$ cat src/rtl/clk_div_prog_if.sv
// Control/status bundle for the programmable clock-enable divider.
// The master side drives enables, ratios and strobes; the slave side
// (the divider) returns the divided clocks, ticks and pending flags.
interface clk_div_prog_if #(
    parameter int CNT_W  = 8,
    parameter int NUM_CH = 2
);
    logic [NUM_CH-1:0]       en;
    logic [NUM_CH*CNT_W-1:0] div_in;
    logic                    div_load;
    logic                    sync;
    logic [NUM_CH-1:0]       clk_out;
    logic [NUM_CH-1:0]       tick;
    logic [NUM_CH-1:0]       div_pending;

    modport master (
        output en, div_in, div_load, sync,
        input  clk_out, tick, div_pending
    );

    modport slave (
        input  en, div_in, div_load, sync,
        output clk_out, tick, div_pending
    );
endinterface

$ cat src/rtl/clk_div_prog.sv
// Multi-channel programmable clock-enable divider.
// Each channel counts 0..D-1, drives a registered near-50% divided clock
// and a one-cycle tick on every rising edge of it. New ratios land in a
// shadow register and only take effect at a period boundary, on sync,
// or while the channel is disabled, so no runt or stretched pulse occurs.

// One divider channel. All outputs come straight from flops.
module clk_div_prog_ch #(
    parameter int CNT_W       = 8,
    parameter int DEFAULT_DIV = 6   // must be >= 2
) (
    input  logic             clk,
    input  logic             reset,
    input  logic             en_i,
    input  logic             sync_i,
    input  logic             load_i,
    input  logic [CNT_W-1:0] div_i,
    output logic             clk_out_o,
    output logic             tick_o,
    output logic             pending_o
);
    localparam logic [CNT_W-1:0] DEF = CNT_W'(DEFAULT_DIV);
    localparam logic [CNT_W-1:0] ONE = CNT_W'(1);
    localparam logic [CNT_W-1:0] TWO = CNT_W'(2);

    logic [CNT_W-1:0] div_q, div_d;      // active ratio D
    logic [CNT_W-1:0] shadow_q, shadow_d;
    logic [CNT_W-1:0] cnt_q, cnt_d;
    logic             pend_q, pend_d;
    logic             clk_out_q, clk_out_d;
    logic             tick_q, tick_d;

    logic [CNT_W-1:0] load_val;
    logic [CNT_W-1:0] shadow_eff;
    logic [CNT_W-1:0] div_apply;
    logic [CNT_W-1:0] cnt_inc;
    logic [CNT_W-1:0] high_len;
    logic             pend_eff;
    logic             wrap;

    // Next-state: a load on this edge is visible to any apply on this edge,
    // so load+sync and load-on-wrap both take the new ratio immediately.
    always_comb begin
        load_val   = (div_i < TWO) ? TWO : div_i;
        shadow_eff = load_i ? load_val : shadow_q;
        pend_eff   = load_i | pend_q;
        div_apply  = pend_eff ? shadow_eff : div_q;
        wrap       = (cnt_q == div_q - ONE);
        cnt_inc    = cnt_q + ONE;
        high_len   = div_q - (div_q >> 1);

        div_d      = div_q;
        shadow_d   = shadow_eff;
        pend_d     = pend_eff;
        cnt_d      = cnt_q;
        clk_out_d  = clk_out_q;
        tick_d     = 1'b0;

        if (!en_i) begin
            // Park one count before wrap so the first enabled edge starts
            // a fresh full period with tick.
            div_d     = div_apply;
            pend_d    = 1'b0;
            cnt_d     = div_apply - ONE;
            clk_out_d = 1'b0;
        end else if (sync_i || wrap) begin
            // Count 0 is always inside the high phase (H >= 1 for D >= 2),
            // so the new period's first output is high whatever D becomes.
            div_d     = div_apply;
            pend_d    = 1'b0;
            cnt_d     = '0;
            clk_out_d = 1'b1;
            tick_d    = 1'b1;
        end else begin
            cnt_d     = cnt_inc;
            clk_out_d = (cnt_inc < high_len);
        end
    end

    // State registers with synchronous reset.
    always_ff @(posedge clk) begin
        if (reset) begin
            div_q     <= DEF;
            shadow_q  <= DEF;
            cnt_q     <= DEF - ONE;
            pend_q    <= 1'b0;
            clk_out_q <= 1'b0;
            tick_q    <= 1'b0;
        end else begin
            div_q     <= div_d;
            shadow_q  <= shadow_d;
            cnt_q     <= cnt_d;
            pend_q    <= pend_d;
            clk_out_q <= clk_out_d;
            tick_q    <= tick_d;
        end
    end

    assign clk_out_o = clk_out_q;
    assign tick_o    = tick_q;
    assign pending_o = pend_q;
endmodule

// Top: one channel instance per lane, sharing the load and sync strobes.
module clk_div_prog #(
    parameter int CNT_W       = 8,
    parameter int NUM_CH      = 2,
    parameter int DEFAULT_DIV = 6
) (
    input  logic           clk,
    input  logic           reset,
    clk_div_prog_if.slave  bus
);
    logic [NUM_CH-1:0][CNT_W-1:0] div_in_w;
    logic [NUM_CH-1:0]            clk_out_w;
    logic [NUM_CH-1:0]            tick_w;
    logic [NUM_CH-1:0]            pend_w;

    assign div_in_w = bus.div_in;

    for (genvar ch = 0; ch < NUM_CH; ch++) begin : g_ch
        clk_div_prog_ch #(
            .CNT_W       (CNT_W),
            .DEFAULT_DIV (DEFAULT_DIV)
        ) u_ch (
            .clk       (clk),
            .reset     (reset),
            .en_i      (bus.en[ch]),
            .sync_i    (bus.sync),
            .load_i    (bus.div_load),
            .div_i     (div_in_w[ch]),
            .clk_out_o (clk_out_w[ch]),
            .tick_o    (tick_w[ch]),
            .pending_o (pend_w[ch])
        );
    end

    assign bus.clk_out     = clk_out_w;
    assign bus.tick        = tick_w;
    assign bus.div_pending = pend_w;
endmodule
$ cat src/flat_wrapper.sv
// flat-port wrapper written by rule: the top's interface ports become plain ports
module clk_div_prog_flat 
#(
    parameter int CNT_W       = 8,
    parameter int NUM_CH      = 2,
    parameter int DEFAULT_DIV = 6
)
  (clk, reset, bus_en, bus_div_in, bus_div_load, bus_sync, bus_clk_out, bus_tick, bus_div_pending);
  clk_div_prog_if #(.CNT_W(CNT_W), .NUM_CH(NUM_CH)) bus_i ();
  input  logic clk;
  input  logic reset;
  input wire logic [$bits(bus_i.en)-1:0] bus_en;
  input wire logic [$bits(bus_i.div_in)-1:0] bus_div_in;
  input wire logic [$bits(bus_i.div_load)-1:0] bus_div_load;
  input wire logic [$bits(bus_i.sync)-1:0] bus_sync;
  output wire logic [$bits(bus_i.clk_out)-1:0] bus_clk_out;
  output wire logic [$bits(bus_i.tick)-1:0] bus_tick;
  output wire logic [$bits(bus_i.div_pending)-1:0] bus_div_pending;
  assign bus_i.en = bus_en;
  assign bus_i.div_in = bus_div_in;
  assign bus_i.div_load = bus_div_load;
  assign bus_i.sync = bus_sync;
  assign bus_clk_out = bus_i.clk_out;
  assign bus_tick = bus_i.tick;
  assign bus_div_pending = bus_i.div_pending;
  clk_div_prog #(.CNT_W(CNT_W), .NUM_CH(NUM_CH), .DEFAULT_DIV(DEFAULT_DIV)) u_core (.clk(clk), .reset(reset), .bus(bus_i));
endmodule
$ cat config.mk
export PLATFORM = sky130hd
export DESIGN_NAME = clk_div_prog_flat
export DESIGN_NICKNAME = d
export VERILOG_FILES = /design/src/rtl/clk_div_prog_if.sv /design/src/rtl/clk_div_prog.sv /design/src/flat_wrapper.sv
export SDC_FILE = /design/constraint.sdc
export NUM_CORES = 1
export LEC_CHECK = 0
export CORE_MARGIN = 2
export CORE_UTILIZATION = 60
export CTS_CLUSTER_SIZE = 24
export DETAILED_ROUTE_END_ITERATION = 10
export GPL_TIMING_DRIVEN = 1
export HOLD_SLACK_MARGIN = 0.15
export PLACE_DENSITY = 0.8
export REMOVE_ABC_BUFFERS = 1
export SLEW_MARGIN = 20
export SYNTH_ARGS = -nofsm -noshare
export SYNTH_HDL_FRONTEND = slang
export SYNTH_SLANG_ARGS = --single-unit
$ cat constraint.sdc
create_clock -name clk -period 3.7 [get_ports clk]
set_input_delay 0.37 -clock clk [delete_from_list [all_inputs] [get_ports clk]]
set_output_delay 0.37 -clock clk [all_outputs]
set_load 0.01 [all_outputs]
### After elaboration in Yosys (flattened, before gate mapping)

Cells that the tools add are included.

| operators by class | value |
|---|---|
| $add $sub $neg | 8 |
| magnitude comparators | 4 |
| eq/ne operators | 4 |
| multiplexer cells | 18 |
| bitwise logic cells | 4 |
| reduce and logical (&&, ||, !) cells | 6 |

Operator list:

| operator | number |
|---|---|
| two-way mux 8 bit | 14 |
| subtractor 8 x 1 -> 8 bit, second input constant | 4 |
| adder 8 x 1 -> 8 bit, second input constant | 2 |
| == test 8 bit | 2 |
| < comparator 8 x 2 -> 1 bit, second input constant | 2 |
| < comparator 8 bit | 2 |
| subtractor 8 x 7 -> 8 bit | 2 |
| OR reduction 3 bit | 2 |
| two-way mux 1 bit | 4 |
| != test 2 x 1 -> 1 bit, second input constant | 2 |
| OR reduction 2 bit | 2 |
| logical OR 1 bit | 2 |
| NOT 1 bit | 2 |
| bitwise OR 1 bit | 2 |

| storage, ports and cells | value |
|---|---|
| register bits after elaboration | 54 |
| output and inout bits | 6 |
| word-level logic and storage cells | 56 |

### Depth between registers and ports, before layout

Gate-level depths: netlist of the first run.

| depth | value |
|---|---|
| word-level depth | 6 |
| depth in mapped cells | 16 |
| gate-level depth less buffers | 15 |

### Cells and area by module

A second synthesis of the first run with hierarchy kept.

| unflattened totals | value |
|---|---|
| cell total of the unflattened synthesis | 486 |
| area, all modules | 4247.8 sq um |

By module, submodules not included:

| module | instances | cells each | area an instance (sq um) |
|---|---|---|---|
| clk_div_prog_ch at u_core.g_ch[0].u_ch | 1 | 249 | 2149.6 |
| clk_div_prog_ch at u_core.g_ch[1].u_ch | 1 | 237 | 2098.3 |

### Worst setup path after synthesis of the first run

Ideal clock, no wire load.

| timing path | value |
|---|---|
| kind | register to register |
| start point | register u_core.g_ch[0].u_ch.div_q[1] |
| end point | register u_core.g_ch[0].u_ch.clk_out_q |
| library setup time | 0.070 ns |
| arrival | 2.524 ns |
| data required time | 3.630 ns |
| setup slack | 1.106 ns |
| cell stages (with the launch flop) | 14 |
| clock period less this slack | 2.594 ns |
| cells stage by stage | dfxtp_1 > inv_1 > ha_1 > o21bai_1 > a21oi_1 > nor2_1 > o21ba_2 > o41a_1 > xnor2_1 > ha_1 > a41o_1 > a21oi_1 > o21ai_0 > a21oi_1 |

| between the ends | value |
|---|---|
| word-level cells in the longest chain between the ends | 4 |
| elaborated cells between the ends (all ways) | 6 |
| classes of those cells | add/sub (2); order compare (1); eq/ne (1); mux (1); reduce/logical (1) |

RTL lines:

| what | RTL line | text |
|---|---|---|
| start: declaration | clk_div_prog.sv:26 | `logic [CNT_W-1:0] div_q, div_d;` |
| start signal: assignment | clk_div_prog.sv:90 | `div_q <= div_d;` |
| parallel branches: the longest is 3 deep, another holds subtractor 8 x 7 -> 8 bit | n/a |  |
| two-way mux 1 bit * | clk_div_prog.sv:66 | `end else if (sync_i \|\| wrap) begin` |
| end signal: assignment | clk_div_prog.sv:94 | `clk_out_q <= clk_out_d;` |
| end: declaration | clk_div_prog.sv:30 | `logic clk_out_q, clk_out_d;` |

Mark *: on every way between the ends.
A chain may end at the register's enable or synchronous reset.

### Worst setup path after layout of the first run

| timing path | value |
|---|---|
| start point | register u_core.g_ch[1].u_ch.div_q[1] |
| end point | register u_core.g_ch[1].u_ch.clk_out_q |

| between the ends | value |
|---|---|
| word-level cells in the longest chain between the ends | 4 |
| elaborated cells between the ends (all ways) | 6 |
| classes of those cells | add/sub (2); order compare (1); eq/ne (1); mux (1); reduce/logical (1) |

RTL lines:

| what | RTL line |
|---|---|
| start: declaration | clk_div_prog.sv:26 |
| start signal: assignment | clk_div_prog.sv:90 |
| parallel branches: the longest is 3 deep, another holds subtractor 8 x 7 -> 8 bit | n/a |
| two-way mux 1 bit * | clk_div_prog.sv:66 |
| end signal: assignment | clk_div_prog.sv:94 |
| end: declaration | clk_div_prog.sv:30 |

Marks and branches as above.

==> results.tsv, run 1 <==
metric	value	unit
status	complete, no violations	
ctsHoldBuffers	0	
p_leak	1.930	nW
ys_seq_elements	54	
slew-limit-headroom	0.3994	
cts_tree	done	
postCtsSetupRepairBufs	0	
total_power	1.717	mW
period_minus_slack	3085	ps
areaGrowthSynthToFinish	7.717	%
path_buf_inv	1	
crit_chain	ha_1 > inv_1 > fa_1 > nor2b_1 > o21a_1 > o21bai_1 > a21oi_1 > nor2_1 > xor2_1 > ha_1 > a21o_1 > a21oi_1 > o21ai_0 > a21oi_1	
ys_seq_area_frac	0.2488	
maxClockFrequency	324.1	MHz
whs	477.9	ps
synth_edf_count	0	
numCtsBuffers	5	
multiInputGateArea	2915	µm²
critPathKind	flop to flop	
hp-class	flop to flop	
hold_viol	0	
portBuffers	27	
slew_violations	0	
clock_path_buffers	2	
layout_commonest_cell	dfxtp_1	
rsz0062_at_grt	no	
place_hpwl	7527	µm
overflow	0	
max-vdd-ir-drop	0.2608	mV
crit_arrival	3350	ps
avgSynthCellArea	8.605	µm²
yosys_most_used_dff	dfxtp_1	
slowest_stage	dfxtp_1	
globalRouteTotalUtil	0.2533	
tightest_slew	900.0	ps
antenna_left	0	
worst_setup_path_end_kind	flop	
gp_congestion	0.9216	
clk-insertion-delay-late	320	ps
fillers	606	
die_w	89.10	µm
dr.pass1.iters	4	
antenna_found_initial	0	
clock-sinks	54	
drt_first_iter_violations	170	
die_h	89.10	µm
drive_gt1_frac	0.05792	
period_share	0.8339	
r2r-end	u_core.g_ch[1].u_ch.clk_out_o	
cts_root_buf	clkbuf_8	
regArea	1081	µm²
r2r-start	u_core.g_ch[1].u_ch.div_q[1]	
nets	589	
final_cell_mix	54 x dfxtp_1, 48 x ha_1, 47 x nand2_1	
skew	5.816	ps
grt_pass1_wl	15650	µm
initial_core_util	0.6089	
synthesis.area	4345	µm²
die_area	7939	µm²
maxCapViolations	0	
path_clk_slew	110	ps
async_flop_share	0	
synthCells	505	
slowest_delay	510	ps
startpoint	u_core.g_ch[1].u_ch.div_q[1]	
start_kind	flop	
design.portCount	28	
core-area	7137	µm²
grt_pass1_vias	3373	
post_cts_resized	0	
reg2regPathDepth	14	
setup_viol	0	
num_vias	3528	
hp-start	u_core.g_ch[1].u_ch.shadow_q[4]	
crit_cells	14	
crit_path_end	u_core.g_ch[1].u_ch.clk_out_o	
htreeDepth	2	
cp_max_fo	6	
power_density	366.9	nW/µm²
grt_max_degree	37	
cp.required	3960	ps
wl	9607	µm
cpMostUsedCell	a21oi_1	
n_antenna_cell	0	
crit_family	compound AO/OA/AOI/OAI gates	
ys_types	62	
rrSetupSlack	610	ps
ys_warn_count	0	
placement_rows	31	
drc	0	
avgViaCountPerCell	5.718	
tns	0	ps
routedWlPerCell	15.57	µm
[layer usage]
metal,track usage,share of wire,vias to the layer above
li1,-,-,1776
met1,0.2880,0.42,1649
met2,0.4640,0.51,76
met3,0.03324,0.028,27
met4,0.1221,0.042,0
met5,0,0,-
[sequential cells by signal, indices dropped and copies added (netlist names)]
| name | cells |
|---|---|
| u_core.g_ch.u_ch.div_q | 16 |
| u_core.g_ch.u_ch.tick_o | 2 |
| u_core.g_ch.u_ch.shadow_q | 16 |
| u_core.g_ch.u_ch.clk_out_o | 2 |
| u_core.g_ch.u_ch.cnt_q | 16 |
| u_core.g_ch.u_ch.pending_o | 2 |
[cell families after synthesis]
group | count (synthesis) | synth area share
flip-flops | 54 | 0.2488
adder cells (fa/ha/maj) | 50 | 0.1474
XOR/XNOR | 60 | 0.1209
AO/OA/AOI/OAI | 103 | 0.1659
buffers and inverters | 61 | 0.08034
AND/OR/NAND/NOR | 150 | 0.1745
multiplexers | 27 | 0.06219
[where the power goes]
group	total (mW)	leakage [nW]	switching, mW	internal [mW]
clock network	0.423	0.0563	0.217	0.206
logic	0.614	1.43	0.328	0.286
registers	0.680	0.446	0.0571	0.623
total	1.72	1.93	0.602	1.12
[layout make-up]
type,count,area share
Tap cell,99,0.02646
Clock buffer,5,0.01470
Clock inverter,3,0.01043
Sequential cell,54,0.2310
Inverter,32,0.02566
Multi-Input combinational cell,390,0.6228
Timing Repair Buffer,34,0.06897
[metrics by stage]
stage / util / worst slack (ps) / instances / instance area (µm²)
finish: 0.6559 / 614.5 / 617 / 4681
CTS: 0.6559 / 627.6 / 617 / 4681
global placement: 0.6394 / 719.4 / 609 / 4563
detailed placement: 0.6394 / 656.6 / 609 / 4563
global route: 0.6559 / 385.2 / 617 / 4681
floorplan: - / 1106 / 476 / 4116
[synth_stat cells, types with 2 or more instances]
library cell  count  area, µm²
o21ai_0          17      85.08
o32ai_1           8      70.07
a41o_1            3      30.03
o211ai_1          3      22.52
nor4_1            5      31.28
nand2_1          47      176.4
o221ai_1          4      35.03
buf_8             2      30.03
a31oi_1           2      12.51
a311o_1           2      20.02
nand4_1           3      18.77
buf_2             3      15.01
mux2i_1          27      270.3
inv_1            32      120.1
xor2_1           25      219.0
nor2_1           30      112.6
nand2b_1         23      143.9
nand3b_1          2      15.01
clkbuf_1          7      26.28
o21ai_1           5      25.02
o21bai_1          4      30.03
ha_1             48      600.6
or2_2             2      12.51
xnor2_1          35      306.5
o21a_1            2      15.01
nor3b_1           4      30.03
nand3_1          12      60.06
a21oi_1          30      150.1
a21o_1            3      22.52
buf_4             8      60.06
nor2b_1           4      25.02
clkbuf_8          3      41.29
dfxtp_1          54       1081
a21boi_0          4      30.03
and3_1            3      18.77
buf_6             4      45.04
o21ba_2           2      20.02
fa_1              2      40.04
nor3_1            7      35.03
o22ai_1           2      12.51
[tightest hold or removal path, cell delays in order (launching register included)]
cell	delay (ps)
dfxtp_1	320
nand2b_1	60
a21oi_1	60
[worst min path at each step]
stage | to | slack (ps) | cells past startpoint
final | u_core.g_ch[1].u_ch.shadow_q[4] | 480 | 2
after global routing | u_core.g_ch[1].u_ch.shadow_q[6] | 500 | 2
after CTS | u_core.g_ch[1].u_ch.shadow_q[4] | 480 | 2
after detailed placement | u_core.g_ch[1].u_ch.shadow_q[4] | 460 | 2
after global placement | u_core.g_ch[1].u_ch.shadow_q[7] | 460 | 2
after floorplan | u_core.g_ch[0].u_ch.shadow_q[0] | 440 | 1
No activity file was read; power rests on OpenSTA's default activity.
==> run 2, diff against run 1 <==
Clock period 3.7 ns to 3.2 ns, I/O delays scaled along.
==> results.tsv, run 2 (synthesis gave the netlist of run 1 again) <==
metric	value	unit	change
nets	591		+0.34%
p_comb_frac	0.362		+0.004
tightest_slew	810.7	ps	-89.32 ps
dr.pass1.iters	4		unchanged
hp-start	u_core.g_ch[1].u_ch.shadow_q[3]		
slew_violations	0		unchanged
clock_path_buffers	2		unchanged
rrSetupSlack	180	ps	-430 ps
num_vias	3527		-0.028%
start_kind	flop		
seqPwrFrac	0.392		-0.004
hold_viol	0		unchanged
die_area	7939	µm²	unchanged
power_switching	0.6854	mW	+14%
maxCapViolations	0		unchanged
layout_commonest_cell	dfxtp_1		
min_to	u_core.g_ch[1].u_ch.shadow_q[3]		
worst_setup_path_end_kind	flop		
grt_pass1_wl	15990	µm	+2.2%
r2r-start	u_core.g_ch[1].u_ch.div_q[0]		
worst_slack	184.4	ps	-430.1 ps
tns	0	ps	unchanged
period_share	0.9424		+0.1085
place_hpwl	7460	µm	-0.89%
max-vdd-ir-drop	0.3104	mV	+19%
reg2regPathDepth	15		+1
dp_cells	611		+0.33%
crit_arrival	3260	ps	-90 ps
skew	10.15	ps	+4.330 ps
areaGrowthSynthToFinish	8.465	%	
gp_congestion	0.9486		+2.9%
rsz0062_at_grt	no		
portBuffers	27		unchanged
fillers	626		+3.3%
postCtsSetupRepairBufs	0		unchanged
clock-sinks	54		unchanged
total_power	2.002	mW	+17%
fin_util	0.6604		+0.004558
cts_tree	done		
hp-class	flop to flop		
grt_pass1_vias	3479		+3.1%
post_cts_resized	0		unchanged
setup_viol	0		unchanged
layoutNonFillerInstCount	619		+0.32%
ctsHoldBuffers	0		unchanged
design.portCount	28		unchanged
cp_max_fo	6		unchanged
core-area	7137	µm²	unchanged
die_w	89.10	µm	unchanged
status	complete, no violations		
grt_max_degree	36		-2.7%
drt_first_iter_violations	166		-2.4%
drive_gt1_frac	0.06538		+0.007470
power_density	424.8	nW/µm²	+16%
numCtsBuffers	5		unchanged
dp_worst_setup_slack	274.4	ps	-382.2 ps
hold_depth	2		unchanged
p_leak	1.949	nW	+1.0%
final_cell_mix	53 x dfxtp_1, 48 x ha_1, 47 x nand2_1		
largestRegisters	u_core.g_ch.u_ch.cnt_q: 16 flops, u_core.g_ch.u_ch.div_q: 16 flops, u_core.g_ch.u_ch.shadow_q: 16 flops		
globalRouteTotalUtil	0.2554		+0.002065
p_clk_frac	0.246		about the same
slew-limit-headroom	0.4590		+0.05961
n_antenna_cell	0		unchanged
htreeDepth	2		unchanged
drc	0		unchanged
routedWlPerCell	15.49	µm	-0.53%
r2r-end	u_core.g_ch[1].u_ch.clk_out_o		
initial_core_util	0.6089		unchanged
antenna_left	0		unchanged
cts_root_buf	clkbuf_8		
p_int	1.317	mW	+18%
overflow	0		unchanged
clk-insertion-delay-late	310	ps	about the same
avgViaCountPerCell	5.698		-0.35%
p_sw_frac	0.3423		-0.008089
antenna_found_initial	0		unchanged
die_h	89.10	µm	unchanged
maxClockFrequency	331.6	MHz	+2.3%
path_clk_slew	110	ps	about the same
placement_rows	31		unchanged
wl	9587	µm	-0.21%
critPathKind	flop to flop		
cp.required	3440	ps	-520 ps
period_minus_slack	3016	ps	-69.90 ps
run 2: cell count changes in the layout (fill, tap and decap cells not counted), sizes merged:
cell      delta
buf          +2
clkbuf       +1
clkinvlp     -1
run 2: area by class of cell:
type / count / area [µm²] / area share
multi-input combinational: 390 / 2915 / 0.6185
sequential: 54 / 1082 / 0.2296
timing repair buffer: 36 / 350.3 / 0.07433
clock inverter: 2 / 38.79 / 0.008229
clock buffer: 6 / 82.58 / 0.01752
tap: 99 / 123.9 / 0.02628
inverter: 32 / 120.1 / 0.02548
run 2: worst max-delay path by stage:
stage,end,start
after floorplan,u_core.g_ch[0].u_ch.clk_out_o,u_core.g_ch[0].u_ch.div_q[1]
after global placement,u_core.g_ch[1].u_ch.clk_out_o,u_core.g_ch[1].u_ch.div_q[0]
after detailed placement,u_core.g_ch[1].u_ch.clk_out_o,u_core.g_ch[1].u_ch.div_q[0]
after CTS,u_core.g_ch[1].u_ch.clk_out_o,u_core.g_ch[1].u_ch.div_q[0]
after global routing,u_core.g_ch[1].u_ch.clk_out_o,u_core.g_ch[1].u_ch.div_q[0]
final,u_core.g_ch[1].u_ch.clk_out_o,u_core.g_ch[1].u_ch.div_q[0]
run 2: power by group through the flow:
stage	registers (mW)	logic [mW]	clock network, mW
after floorplan	0.782	0.517	0
after global placement	0.797	0.687	0
after detailed placement	0.799	0.713	0
after CTS	0.784	0.723	0.496
after global routing	0.791	0.812	0.522
final	0.785	0.724	0.493
run 2: metal layers:
layer / wire, µm / GRT usage / up-vias
met5: 0 / 0 / -
met4: 255 / 0.08141 / 0
met3: 306 / 0.02401 / 21
met2: 4974 / 0.4848 / 86
met1: 4051 / 0.2994 / 1639
li1: - / - / 1781
run 2: critical path, stage by stage, from the launching register on:
cell	delay, ps
dfxtp_1	390
inv_2	100
ha_1	180
inv_1	60
fa_1	410
nor2b_1	150
o21a_1	180
o21bai_1	160
a21oi_1	90
nor2_1	130
xor2_1	190
ha_1	290
a41o_1	230
a21oi_1	130
o21ai_0	100
a21oi_1	150
run 2: through the flow:
| stage | hold WS, ps | instance area (µm²) |
|---|---|---|
| floorplan | 389.1 | 4116 |
| global placement | 459.8 | 4591 |
| detailed placement | 464.6 | 4591 |
| CTS | 482.6 | 4712 |
| global route | 513.3 | 4713 |
| finish | 480.4 | 4713 |
